File: config.mk
export PLATFORM = sky130hd
export DESIGN_NAME = des_fp
export DESIGN_NICKNAME = d
export VERILOG_FILES = /design/src/rtl/des_pkg.sv /design/src/rtl/des_skid_buf.sv /design/src/rtl/des_fp.sv
export SDC_FILE = /design/constraint.sdc
export NUM_CORES = 1
export LEC_CHECK = 0
export ABC_CLOCK_PERIOD_IN_PS = 1800
export BUFFER_PORTS_ARGS = -buffer_cell sky130_fd_sc_hd__buf_4
export CAP_MARGIN = 20
export CORE_UTILIZATION = 55
export DETAILED_ROUTE_END_ITERATION = 6
export GPL_ROUTABILITY_DRIVEN = 0
export HOLD_SLACK_MARGIN = 0.03
export PLACE_DENSITY = 0.81
export SYNTH_ARGS = -nofsm -noshare
export SYNTH_HDL_FRONTEND = slang
export SYNTH_HIERARCHICAL = 1
export SYNTH_SLANG_ARGS = --single-unit
File: constraint.sdc
create_clock -name clk_in -period 1.8 [get_ports clk_in]
set_input_delay 0.18 -clock clk_in [delete_from_list [all_inputs] [get_ports clk_in]]
set_output_delay 0.18 -clock clk_in [all_outputs]
set_load 0.03 [all_outputs]
File: src/rtl/des_pkg.sv
// rtl/des_pkg.sv - DES block types and the initial/final permutation functions
package des_pkg;

  typedef logic [31:0] des_half_t;
  typedef logic [63:0] des_block_t;

  localparam int DES_BLOCK_W = 64;

  // Final permutation IP^-1: the two halves interleave column-wise; bit 63 is DES bit 1.
  function automatic des_block_t des_fp_f(input des_half_t h, input des_half_t lo);
    des_block_t blk;
    blk = '0;
    for (int a = 0; a < 4; a++) begin
      for (int b = 0; b < 8; b++) begin
        blk[(6 - 2*a) + 8*b] = h[31 - 8*a - b];
        blk[(7 - 2*a) + 8*b] = lo[31 - 8*a - b];
      end
    end
    return blk;
  endfunction

  // Forward initial permutation IP: exact inverse of des_fp_f, returns {L, R}.
  function automatic des_block_t des_ip_f(input des_block_t blk);
    des_half_t h;
    des_half_t lo;
    h  = '0;
    lo = '0;
    for (int a = 0; a < 4; a++) begin
      for (int b = 0; b < 8; b++) begin
        h[31 - 8*a - b]  = blk[(6 - 2*a) + 8*b];
        lo[31 - 8*a - b] = blk[(7 - 2*a) + 8*b];
      end
    end
    return {h, lo};
  endfunction

endpackage

File: src/rtl/des_skid_buf.sv
// rtl/des_skid_buf.sv - generic 2-entry valid/ready skid buffer (output register + skid entry)
module des_skid_buf #(
  parameter int W = 64
) (
  input  logic         clk_in,
  input  logic         rst_n_in,
  input  logic [W-1:0] in_data_i,
  input  logic         in_valid_i,
  output logic         in_ready_o,
  output logic [W-1:0] out_data_o,
  output logic         out_valid_o,
  input  logic         out_ready_i
);

  logic [W-1:0] or_q, or_d;
  logic         or_valid_q, or_valid_d;
  logic [W-1:0] sk_q, sk_d;
  logic         sk_valid_q, sk_valid_d;
  logic         in_fire;
  logic         out_fire;

  assign in_fire  = in_valid_i && !sk_valid_q;
  assign out_fire = or_valid_q && out_ready_i;

  // Next-state: refill the output register from skid first, else from input; overflow into skid.
  always_comb begin
    or_d       = or_q;
    or_valid_d = or_valid_q;
    sk_d       = sk_q;
    sk_valid_d = sk_valid_q;
    if (!or_valid_q || out_fire) begin
      if (sk_valid_q) begin
        or_d       = sk_q;
        or_valid_d = 1'b1;
        sk_valid_d = 1'b0;
        if (in_fire) begin
          sk_d       = in_data_i;
          sk_valid_d = 1'b1;
        end
      end else if (in_fire) begin
        or_d       = in_data_i;
        or_valid_d = 1'b1;
      end else begin
        or_valid_d = 1'b0;
      end
    end else if (in_fire) begin
      sk_d       = in_data_i;
      sk_valid_d = 1'b1;
    end
  end

  // Storage registers; reset discards both entries.
  always_ff @(posedge clk_in or negedge rst_n_in) begin
    if (!rst_n_in) begin
      or_q       <= '0;
      or_valid_q <= 1'b0;
      sk_q       <= '0;
      sk_valid_q <= 1'b0;
    end else begin
      or_q       <= or_d;
      or_valid_q <= or_valid_d;
      sk_q       <= sk_d;
      sk_valid_q <= sk_valid_d;
    end
  end

  // Ready comes straight from a flop so the upstream path stays short.
  assign in_ready_o  = !sk_valid_q;
  assign out_data_o  = or_q;
  assign out_valid_o = or_valid_q;

endmodule

File: src/rtl/des_fp.sv
// rtl/des_fp.sv - DES final permutation stage with skid-buffered handshake (optional self-check: DES_FP_SELFCHECK_EN)
module des_fp
  import des_pkg::*;
#(
  parameter bit SWAP_HALVES = 1'b1,
  parameter int CNT_W       = 16
) (
  input  logic             clk_in,
  input  logic             rst_n_in,
  input  logic [31:0]      left_data_in,
  input  logic [31:0]      right_data_in,
  input  logic             data_in_valid,
  output logic             data_in_ready,
  output logic [63:0]      data_out,
  output logic             data_out_valid,
  input  logic             data_out_ready,
  output logic [CNT_W-1:0] blk_cnt_out,
  output logic             err_out
);

  des_block_t pre;
  des_block_t blk;

  // Pre-output ordering (R16L16 when swapping) followed by the final permutation.
  always_comb begin
    pre = SWAP_HALVES ? {right_data_in, left_data_in} : {left_data_in, right_data_in};
    blk = des_fp_f(pre[63:32], pre[31:0]);
  end

`ifdef DES_FP_SELFCHECK_EN
  // The source halves travel alongside the permuted block so the checker can see them at OR.
  localparam int PAY_W = 2 * DES_BLOCK_W;
  logic [PAY_W-1:0] in_payload;
  assign in_payload = {blk, pre};
`else
  localparam int PAY_W = DES_BLOCK_W;
  logic [PAY_W-1:0] in_payload;
  assign in_payload = blk;
`endif

  logic [PAY_W-1:0] out_payload;

  des_skid_buf #(
    .W (PAY_W)
  ) u_skid (
    .clk_in      (clk_in),
    .rst_n_in    (rst_n_in),
    .in_data_i   (in_payload),
    .in_valid_i  (data_in_valid),
    .in_ready_o  (data_in_ready),
    .out_data_o  (out_payload),
    .out_valid_o (data_out_valid),
    .out_ready_i (data_out_ready)
  );

  assign data_out = out_payload[PAY_W-1 -: DES_BLOCK_W];

  logic [CNT_W-1:0] blk_cnt_q, blk_cnt_d;

  // Delivered-block counter, wraps naturally at 2^CNT_W.
  always_comb begin
    blk_cnt_d = blk_cnt_q;
    if (data_out_valid && data_out_ready) begin
      blk_cnt_d = blk_cnt_q + CNT_W'(1);
    end
  end

  // Counter register.
  always_ff @(posedge clk_in or negedge rst_n_in) begin
    if (!rst_n_in) begin
      blk_cnt_q <= '0;
    end else begin
      blk_cnt_q <= blk_cnt_d;
    end
  end

  assign blk_cnt_out = blk_cnt_q;

`ifdef DES_FP_SELFCHECK_EN
  logic       err_q, err_d;
  des_block_t chk_halves;

  // Re-run IP on the block held in OR and compare with the halves that produced it.
  always_comb begin
    chk_halves = des_ip_f(out_payload[PAY_W-1 -: DES_BLOCK_W]);
    err_d      = err_q | (data_out_valid && (chk_halves != out_payload[DES_BLOCK_W-1:0]));
  end

  // Sticky error flag, cleared only by reset.
  always_ff @(posedge clk_in or negedge rst_n_in) begin
    if (!rst_n_in) begin
      err_q <= 1'b0;
    end else begin
      err_q <= err_d;
    end
  end

  assign err_out = err_q;
`else
  assign err_out = 1'b0;
`endif

endmodule

Word level (Yosys, flattened, before mapping)
Index checks and enable logic that the tools add are counted.
Widths: inputs -> output; s select.
{"block": "totals", "ff_bits": 146, "input_bits": 68, "elab_cells": 25}
{"block": "classes", "addsub": 1, "n_eq_ne": 1, "muxes": 10, "reduce_logical": 8}
{"cell": "$mux 64", "n": 5}
{"cell": "$add 16x1->16 const B", "n": 1}
{"cell": "$mux 1", "n": 5}
{"cell": "$reduce_bool 2->1", "n": 2}
{"cell": "$logic_and 1x1->1", "n": 2}
{"cell": "$logic_not 1->1", "n": 2}
{"cell": "$ne 2x1->1 const B", "n": 1}
{"cell": "$reduce_and 2->1", "n": 1}
{"cell": "$logic_or 1x1->1", "n": 1}

Logic depth before layout (Yosys ltp)
Gate-level depths: netlist of run 1.
{"block": "depth", "ltp_word": 5, "depth_mapped": 5}

Hierarchy
The synthesis of run 1 kept the hierarchy.
{"module": "des_skid_buf", "n_inst": 1, "cells_each": 350, "area_each_um2": 6098.3, "seq_area_each_um2": 3253.1}
{"module": "des_fp", "n_inst": 1, "cells_each": 62, "area_each_um2": 764.5, "seq_area_each_um2": 400.4}

Worst setup path after synthesis of run 1
No wires, ideal clock.
{"block": "synth_timing", "path_type": "register to register", "from": "reg blk_cnt_q[0], in the netlist blk_cnt_out[0]", "to": "reg blk_cnt_q[10], in the netlist blk_cnt_out[10]", "setup_time_ns": 0.135, "t_arrival_ns": 1.474, "required_ns": 1.665, "slack_ns": 0.190, "path_stages_with_launch": 6, "synth_period_minus_slack_ns": 1.610, "path_cell_list": "dfrtp_1 -> ha_1 -> and3_1 -> and3_4 -> and4_4 -> xor2_2"}
{"block": "synth_via", "elab_chain_cells": 1}
{"item": "from (decl)", "line": "des_fp.sv:58", "text": "logic [CNT_W-1:0] blk_cnt_q, blk_cnt_d;"}
{"item": "from (signal assigned)", "line": "des_fp.sv:73", "text": "blk_cnt_q <= blk_cnt_d;"}
{"item": "$add 16x1->16", "line": "des_fp.sv:64", "text": "blk_cnt_d = blk_cnt_q + CNT_W'(1);"}
Every way passes these cells.
A chain may end at the register's enable or synchronous reset.

Final worst setup path of run 1
{"block": "layout_timing", "from": "reg u_skid.sk_valid_q", "to": "reg u_skid.sk_q[31]"}
{"block": "layout_via", "elab_chain_cells": 5, "word_cells_on_any_way": 6}
{"item": "from (decl)", "line": "des_skid_buf.sv:18", "text": "logic sk_valid_q, sk_valid_d;"}
{"item": "from (signal assigned)", "line": "des_skid_buf.sv:63", "text": "sk_valid_q <= sk_valid_d;"}
{"item": "$logic_not 1->1", "line": "des_skid_buf.sv:22", "text": "assign in_fire = in_valid_i && !sk_valid_q;"}
{"item": "$logic_and 1x1->1", "line": "des_skid_buf.sv:22"}
{"item": "$mux 64 (3 in a row)"}
{"item": "to (signal assigned)", "line": "des_skid_buf.sv:62", "text": "sk_q <= sk_d;"}
{"item": "to (decl)", "line": "des_skid_buf.sv:17", "text": "logic [W-1:0] sk_q, sk_d;"}
Several ways; a longest one is shown, not always the timed one. The select of a mux whose other input is x is not followed.

==> reports/metrics.csv, run 1 <==
metric,value,unit
slew at the pin with the worst max-slew slack,509.2,ps
period utilisation layout,0.8877,
max cap viols,0,
Synth Cell Area,0.006863,mm²
post-synth cell types,28,
Die X,113.7,µm
drt total wl,13.95,mm
Levels on crit path,3,
DR WL met2,7.039,mm
HPWL Detailed,8.376,mm
setup repair bufs after CTS,0,
crit-path leading delay family,flip-flops,
Avg WL per Cell,17.16,µm
initial core utilization,0.5666,
Die Y-Extent,113.7,µm
Clock Latency Late Sink,410,ps
port bufs,149,
Rows,40,
outcome,completed,
Ports,151,
CP startpoint kind,flip-flop,
final instance area,0.009344,mm²
LEAKAGE,4.432,nW
Synth Instances,412,
pwr dens,1219,mW/mm²
post-synth top area share,0.5324,
number of synthesized flops with an enable pin,0,
min-delay worst type,input pin to flip-flop,
Synth Net Count,481,
"FF+latch count, synth",146,
CTS buffer count,17,
share of post-route cells with drive strength above 1,0.5023,
DR top layer,met4,
GRT Util Overall,0.2292,
endpoint type of the worst setup path,flip-flop,
Via density,5.010,
DRC errors left,0,
critical path's slowest cell,dfrtp_4,
grt total ovfl,0,
"Seq/Total Area, Yosys",0.5324,
crit path time final,1598,ps
most frequent cells in the layout,"buf_4, dfrtp_1, mux2_4, dlygate4sd3_1, mux2_1",
Slew HR,0.6606,
Max Clk Rate,625.8,MHz
Finish-stage setup viols,0,
initial antenna violation count,0,
routed metal-1 wire length,6.145,mm
Fin. Hold Viols,0,
non-filler cells in the finished layout,813,
via count,4073,
critical path peak fanout,48,
Area after DPL,0.008120,mm²
"Critical Path, Cell by Cell","nor3b_4, buf_12, mux2_1",
final clock skew,6.033,ps
"slowest stage delay, CP",520,ps
post-synth top area cell,dfrtp_1,
"most common cell after layout, fill and taps aside",buf_4,
clock sink count,146,
First DRT Iteration DRCs,229,
Worst EP required,2090,ps
root buffer cell,clkbuf_16,
total negative slack,0,ps
"Core Util, Final",0.7715,
Antenna Nets Post-Route,0,
first-pass GRT wire length,22.47,mm
vias in the first global route,4381,
post-CTS sizing,0,
CP Class,flip-flop to flip-flop,
share of flip-flops with an asynchronous set or reset,1.000,
peak supply drop,1.078,mV
Max Root-Sink Buffers,2,
CP bufs+invs,1,
pin count of the biggest net entering global routing,55,
Core ar.,0.01211,mm²
Post-synth top flop,dfrtp_1,
routed wl met3,558,µm
crit path DAT,1890,ps
area grow syn2layout,36.15,%
CTS tree,built,
First-pass DRT Iterations,4,
ant diodes,0,
synthesized area per cell,16.66,µm²
clock-pin transition on the worst setup and hold timing paths,60,ps
Cells on Worst Hold Path,3,
Max Slew Vio Count,0,
fillcell total,695,
die area,0.01293,mm²
CTS Hold Bufs,66,
# placed instances,715,
Layout Nets,701,
RSZ-0062 raised after global routing,no,
r2r worst-path depth,3,
Yosys warnings,6,
H-tree Lvls,4,
Synth area leaders,"dfrtp_1, mux2_4, mux2_1, buf_6, mux2_2",
-- worst register-to-register path, delay by kind of cell (launching register included) --
family,cells,cell delay (ps)
simple gates,1,250
buf+inv,1,300
flops,1,520
mux,1,400
-- stage by stage --
stage	setup WS, ps	hold slack (ps)	total power [mW]
3_5_place_dp	210.4	180.4	7.952
3_3_place_gp	255.5	167.9	7.824
6_report	202.1	61.17	11.39
5_1_grt	144.4	67.94	11.87
4_1_cts	194.5	47.53	11.48
2_1_floorplan	190.4	-115.6	6.759
-- cell usage after synthesis, drive strengths merged (2+ instances only) --
| library cell | number |
|---|---|
| nor2 | 6 |
| nand2 | 5 |
| buf | 22 |
| inv | 2 |
| nand3 | 3 |
| mux2 | 193 |
| xor2 | 6 |
| and3 | 4 |
| nand4 | 6 |
| dfrtp | 146 |
| xnor2 | 9 |
| and4 | 2 |
-- final timing paths --
check                             startpoint               endpoint  slack (ps)
max                        u_skid/sk_valid_q        u_skid/sk_q[31]         200
min                           data_out_ready      u_skid/sk_valid_q          60
max reg2reg                u_skid/sk_valid_q        u_skid/sk_q[31]         200
min reg2reg                  u_skid/sk_q[57]        u_skid/sk_q[57]         480
max in group asynchronous           rst_n_in  u_skid/out_data_o[20]         820
min in group asynchronous           rst_n_in        u_skid/sk_q[35]         310
-- routing by layer --
| metal | track usage | vias up |
|---|---|---|
| met5 | 0 | - |
| met4 | 0.08860 | 0 |
| met3 | 0.05951 | 16 |
| met2 | 0.3813 | 100 |
| met1 | 0.2879 | 2050 |
| li1 | - | 1907 |
-- cell type report --
cell class / instances / area [µm²] / area share
Clock buffer: 27 / 513.0 / 0.05490
Clock inverter: 5 / 50.05 / 0.005356
Inverter: 2 / 7.507 / 0.0008034
Multi-Input combinational cell: 241 / 2968 / 0.3176
Sequential cell: 146 / 3657 / 0.3914
Tap cell: 168 / 210.2 / 0.02250
Timing Repair Buffer: 224 / 1938 / 0.2074
-- report_power, final --
group          internal (mW)  total (mW)  switching [mW]
logic                   1.79        3.46            1.67
clock network           2.08        3.36            1.28
registers               4.06        4.57           0.515
total                   7.93        11.4            3.47
-- flip-flops by register name, summed over array words and instances (netlist names) --
signal / cells
u_skid/out_data_o: 64
u_skid/sk_q: 64
blk_cnt_out: 16
u_skid/out_valid_o: 1
u_skid/sk_valid_q: 1
-- cells by family after synthesis --
group                    after synthesis  share of synthesized area
XOR/XNOR                              15                    0.02024
adder cells (fa/ha/maj)                1                   0.001823
buffers and inverters                 25                    0.03719
flip-flops                           146                     0.5324
multiplexers                         193                     0.3763
other                                  1                  0.0005464
AND/OR/NAND/NOR                       31                    0.03154
(Power assumes the default switching activity.)
==> run 2, diff against run 1 <==
- PLACE_DENSITY: 0.81 -> 0.85
==> reports/metrics.csv, run 2 (synthesized netlist as in run 1, its figures left out) <==
metric,value,unit
LEAKAGE,4.454,nW
crit path time final,1600,ps
GRT Util Overall,0.2470,
area occupied by multi-input gates,0.002968,mm²
critical path's slowest cell,dfrtp_4,
critical path peak fanout,36,
port bufs,149,
"most common cell after layout, fill and taps aside",buf_4,
Clock Latency Late Sink,420,ps
endpoint type of the worst setup path,flip-flop,
crit path DAT,1900,ps
CP startpoint kind,flip-flop,
Area after DPL,0.008140,mm²
crit-path leading delay family,flip-flops,
drt total wl,14.82,mm
"Core Util, Final",0.7758,
die area,0.01293,mm²
"slowest stage delay, CP",520,ps
Max Clk Rate,625.0,MHz
fillcell total,704,
sequential power share,0.396,
Ports,151,
final instance area,0.009397,mm²
via count,4158,
First DRT Iteration DRCs,139,
initial antenna violation count,1,
Worst EP required,2100,ps
Layout Nets,702,
combinational share of power,0.301,
PnR Total Power,11.62,mW
Net Sw Frac,0.3042,
share of post-route cells with drive strength above 1,0.5085,
CP bufs+invs,1,
area grow syn2layout,36.92,%
final clock skew,9.329,ps
most frequent cells in the layout,"buf_4, dfrtp_1, mux2_4, dlygate4sd3_1, mux2_1",
DRC errors left,0,
Switch Pwr,3.534,mW
clock sink count,146,
Via density,5.108,
post-CTS sizing,0,
clock-pin transition on the worst setup and hold timing paths,60,ps
Antenna Nets Post-Route,0,
RR Endpoint,u_skid/sk_q[14],
pin count of the biggest net entering global routing,42,
first-pass GRT wire length,23.95,mm
root buffer cell,clkbuf_16,
max cap viols,0,
pwr dens,1236,mW/mm²
Cells on Worst Hold Path,3,
Int Pwr,8.084,mW
# placed instances,716,
outcome,completed,
grt total ovfl,0,
RSZ-0062 raised after global routing,no,
HPWL Detailed,8.627,mm
Core ar.,0.01211,mm²
clock group share of total power,0.303,
min-delay worst type,input pin to flip-flop,
Critical R2R Launch,u_skid/sk_valid_q,
total negative slack,0,ps
CP Class,flip-flop to flip-flop,
r2r worst-path depth,3,
First-pass DRT Iterations,4,
hold path start,data_out_ready,
Finish-stage setup viols,0,
Avg WL per Cell,18.21,µm
peak supply drop,1.037,mV
Die Y-Extent,113.7,µm
H-tree Lvls,4,
Max Slew Vio Count,0,
Die X,113.7,µm
vias in the first global route,4586,
"Critical Path, Cell by Cell","nor3b_4, buf_12, mux2_1",
period utilisation layout,0.8888,
Max Root-Sink Buffers,2,
CTS tree,built,
initial core utilization,0.5666,
register area,0.003657,mm²
CTS buffer count,17,
flop2flop setup slack,200,ps
Fin. Hold Viols,0,
Hold EP,u_skid/sk_valid_q,
non-filler cells in the finished layout,814,
Rows,40,
run 2: power groups by stage:
stage | Sequential [mW] | Combinational, mW | Clock [mW]
finish | 4.60 | 3.50 | 3.52
detailed placement | 4.61 | 3.36 | 0
floorplan | 5.34 | 1.42 | 0
CTS | 4.57 | 3.49 | 3.58
global route | 4.69 | 3.69 | 3.72
global placement | 4.55 | 3.27 | 0
run 2: timing repair:
item                                    4_1_cts  5_1_grt
endpoints found under the setup margin        0        0
setup buffers                                 0        0
hold buffers                                 66        0
hold endpoints to repair                    131        0
run 2: metal layers:
metal / track usage / up-vias / share of wire
met3: 0.07014 / 24 / 0.043
met4: 0.09737 / 0 / 0.023
li1: - / 1907 / -
met2: 0.4313 / 113 / 0.53
met1: 0.2874 / 2114 / 0.41
met5: 0 / - / 0
run 2: worst reg2reg max path, delay by kind of cell (launching register included):
family,cells,cell delay (ps)
multiplexers,1,390
buffers and inverters,1,270
flip-flops,1,520
AND/OR/NAND/NOR,1,300
run 2: area by class of cell:
class / count / area share
multi-input cells: 241 / 0.3158
well taps: 168 / 0.02237
clock inverters: 11 / 0.01451
repair buffers: 225 / 0.2084
diodes: 1 / 0.0002663
clock buffers: 20 / 0.04860
inverters: 2 / 0.0007989
flip-flops and latches: 146 / 0.3892
run 2: metrics by stage:
step	hold slack [ps]	setup slack, ps
6_report	56.75	200.1
5_1_grt	46.00	120.4
3_5_place_dp	110.8	209.0
2_1_floorplan	-115.6	190.4
4_1_cts	44.42	195.0
3_3_place_gp	107.1	262.4
run 2: worst max path at each step:
stage	startpoint	to	slack, ps	cells after the start
after floorplan	blk_cnt_out[0]	blk_cnt_out[10]	190	5
after global placement	u_skid/sk_valid_q	u_skid/sk_q[48]	260	3
after detailed placement	u_skid/sk_valid_q	u_skid/sk_q[20]	210	3
after CTS	u_skid/sk_valid_q	u_skid/sk_q[20]	200	3
after global routing	u_skid/out_valid_o	u_skid/sk_q[32]	120	4
final	u_skid/sk_valid_q	u_skid/sk_q[14]	200	3
==> run 3, diff against run 2 <==
- ABC_CLOCK_PERIOD_IN_PS: 1800 -> 1600
- BUFFER_PORTS_ARGS: -buffer_cell sky130_fd_sc_hd__buf_4 -> not set
- CORE_UTILIZATION: 55 -> 63
- DONT_BUFFER_PORTS: not set -> 1
- PLACE_DENSITY: 0.85 -> 0.83
- SLEW_MARGIN: not set -> 20
- clock period: 1.8 -> 1.6 ns (I/O delays scaled with it)
==> reports/metrics.csv, run 3 (synthesized netlist as in run 1, its figures left out) <==
metric,value,unit
die area,0.01131,mm²
launch point of the worst path,u_skid/sk_valid_q,
endpoint type of the worst setup path,flip-flop,
share of post-route cells with drive strength above 1,0.4207,
H-tree Lvls,4,
CTS buffer count,17,
pin count of the biggest net entering global routing,147,
non-filler cells in the finished layout,659,
Layout Nets,579,
Max Slew Vio Count,0,
total negative slack,0,ps
Fin. Hold Viols,146,
min-delay worst type,input pin to async pin,
crit path time final,1594,ps
"Core Util, Final",0.8155,
Critical R2R Launch,u_skid/sk_valid_q,
vias in the first global route,4153,
Die Y-Extent,106.4,µm
max cap viols,0,
CP Class,flip-flop to flip-flop,
area grow syn2layout,24.32,%
clock-pin transition on the worst setup and hold timing paths,60,ps
First DRT Iteration DRCs,197,
CP startpoint kind,flip-flop,
first-pass GRT wire length,22.44,mm
most frequent cells in the layout,"dfrtp_1, mux2_4, dlygate4sd3_1, mux2_1, buf_4",
CTS tree,built,
RSZ-0062 raised after global routing,yes,
Rows,37,
Via density,5.707,
critical path's slowest cell,dfrtp_4,
Antenna Nets Post-Route,0,
clock sink count,146,
Clock Latency Late Sink,520,ps
drt total wl,14.73,mm
Core ar.,0.01046,mm²
"slowest stage delay, CP",540,ps
failing checks,hold timing,
"most common cell after layout, fill and taps aside",dfrtp_1,
final instance area,0.008532,mm²
pwr dens,1432,mW/mm²
Max Clk Rate,627.4,MHz
peak supply drop,1.036,mV
period utilisation layout,0.9962,
Avg WL per Cell,22.35,µm
Max Root-Sink Buffers,2,
Worst EP required,2000,ps
First-pass DRT Iterations,4,
port bufs,0,
CTS Hold Bufs,66,
CP bufs+invs,2,
GRT Util Overall,0.2663,
# placed instances,549,
ant diodes,0,
Finish-stage setup viols,0,
PnR Total Power,12.21,mW
critical path peak fanout,17,
root buffer cell,clkbuf_8,
LEAKAGE,3.911,nW
initial antenna violation count,0,
grt total ovfl,0,
outcome,"finished, violations left",
via count,3761,
"Critical Path, Cell by Cell","nor3b_4, buf_6, buf_12, mux2_1",
HPWL Detailed,8.151,mm
Min Hold Slack,-673.7,ps
DRC errors left,0,
Ports,151,
final clock skew,9.240,ps
initial core utilization,0.6559,
Die X,106.4,µm
crit-path leading delay family,flip-flops,
Area after DPL,0.007034,mm²
crit path DAT,1990,ps
[run 3: changes by cell type in the layout (fill, tap and decap cells not counted), moves of 3 or more]
cell      change
mux2_4       +12
buf_6         +3
buf_4       -129
clkbuf_8      +4
buf_12        -3
mux2_1       -12
[run 3: stage by stage]
stage          hold WS, ps  setup slack [ps]
6_report            -673.7             6.039
5_1_grt             -711.2            -32.94
4_1_cts             -701.0            -41.16
3_5_place_dp        -132.9             18.12
3_3_place_gp        -133.1             48.58
2_1_floorplan       -135.6             20.30
[run 3: per-layer routing]
| metal | vias to the layer above | track usage | wire length (µm) |
|---|---|---|---|
| met2 | 119 | 0.4513 | 7583 |
| li1 | 1657 | - | - |
| met5 | - | 0 | 0 |
| met1 | 1971 | 0.3098 | 5949 |
| met4 | 0 | 0.07937 | 148 |
| met3 | 14 | 0.1073 | 1048 |
[run 3: path summary, 6_finish.rpt]
kind,end,slack (ps),cells past startpoint
worst max-delay path,u_skid/sk_q[12],6,4
worst min-delay path,u_skid/out_data_o[42],-670,0
worst max register to register,u_skid/sk_q[12],6,4
worst min register to register,u_skid/sk_q[52],480,1
max in group asynchronous,blk_cnt_out[0],2090,0
min in group clk_in,blk_cnt_out[7],60,3
[run 3: final cells by class]
| class | instances | area, µm² |
|---|---|---|
| sequential | 146 | 3659 |
| timing repair buffer | 102 | 1114 |
| multi-input combinational | 241 | 3013 |
| fill | 530 | 1931 |
| clock inverter | 9 | 78.83 |
| clock buffer | 23 | 486.7 |
| tap | 136 | 170.2 |
| inverter | 2 | 11.26 |
[run 3: power breakdown]
group	switching (mW)	internal, mW	leakage [nW]	total, mW
logic	0.926	1.54	1.89	2.46
registers	1.44	4.55	1.74	6.00
clock network	1.49	2.26	0.280	3.75
total	3.86	8.35	3.91	12.2
[run 3: what timing repair did]
action	4_1_cts	5_1_grt
setup endpoints to repair	4	91
buffers inserted	0	6
hold endpoints to repair	276	146
pin swaps	0	1
gates resized for setup	3	24
cloned	1	5
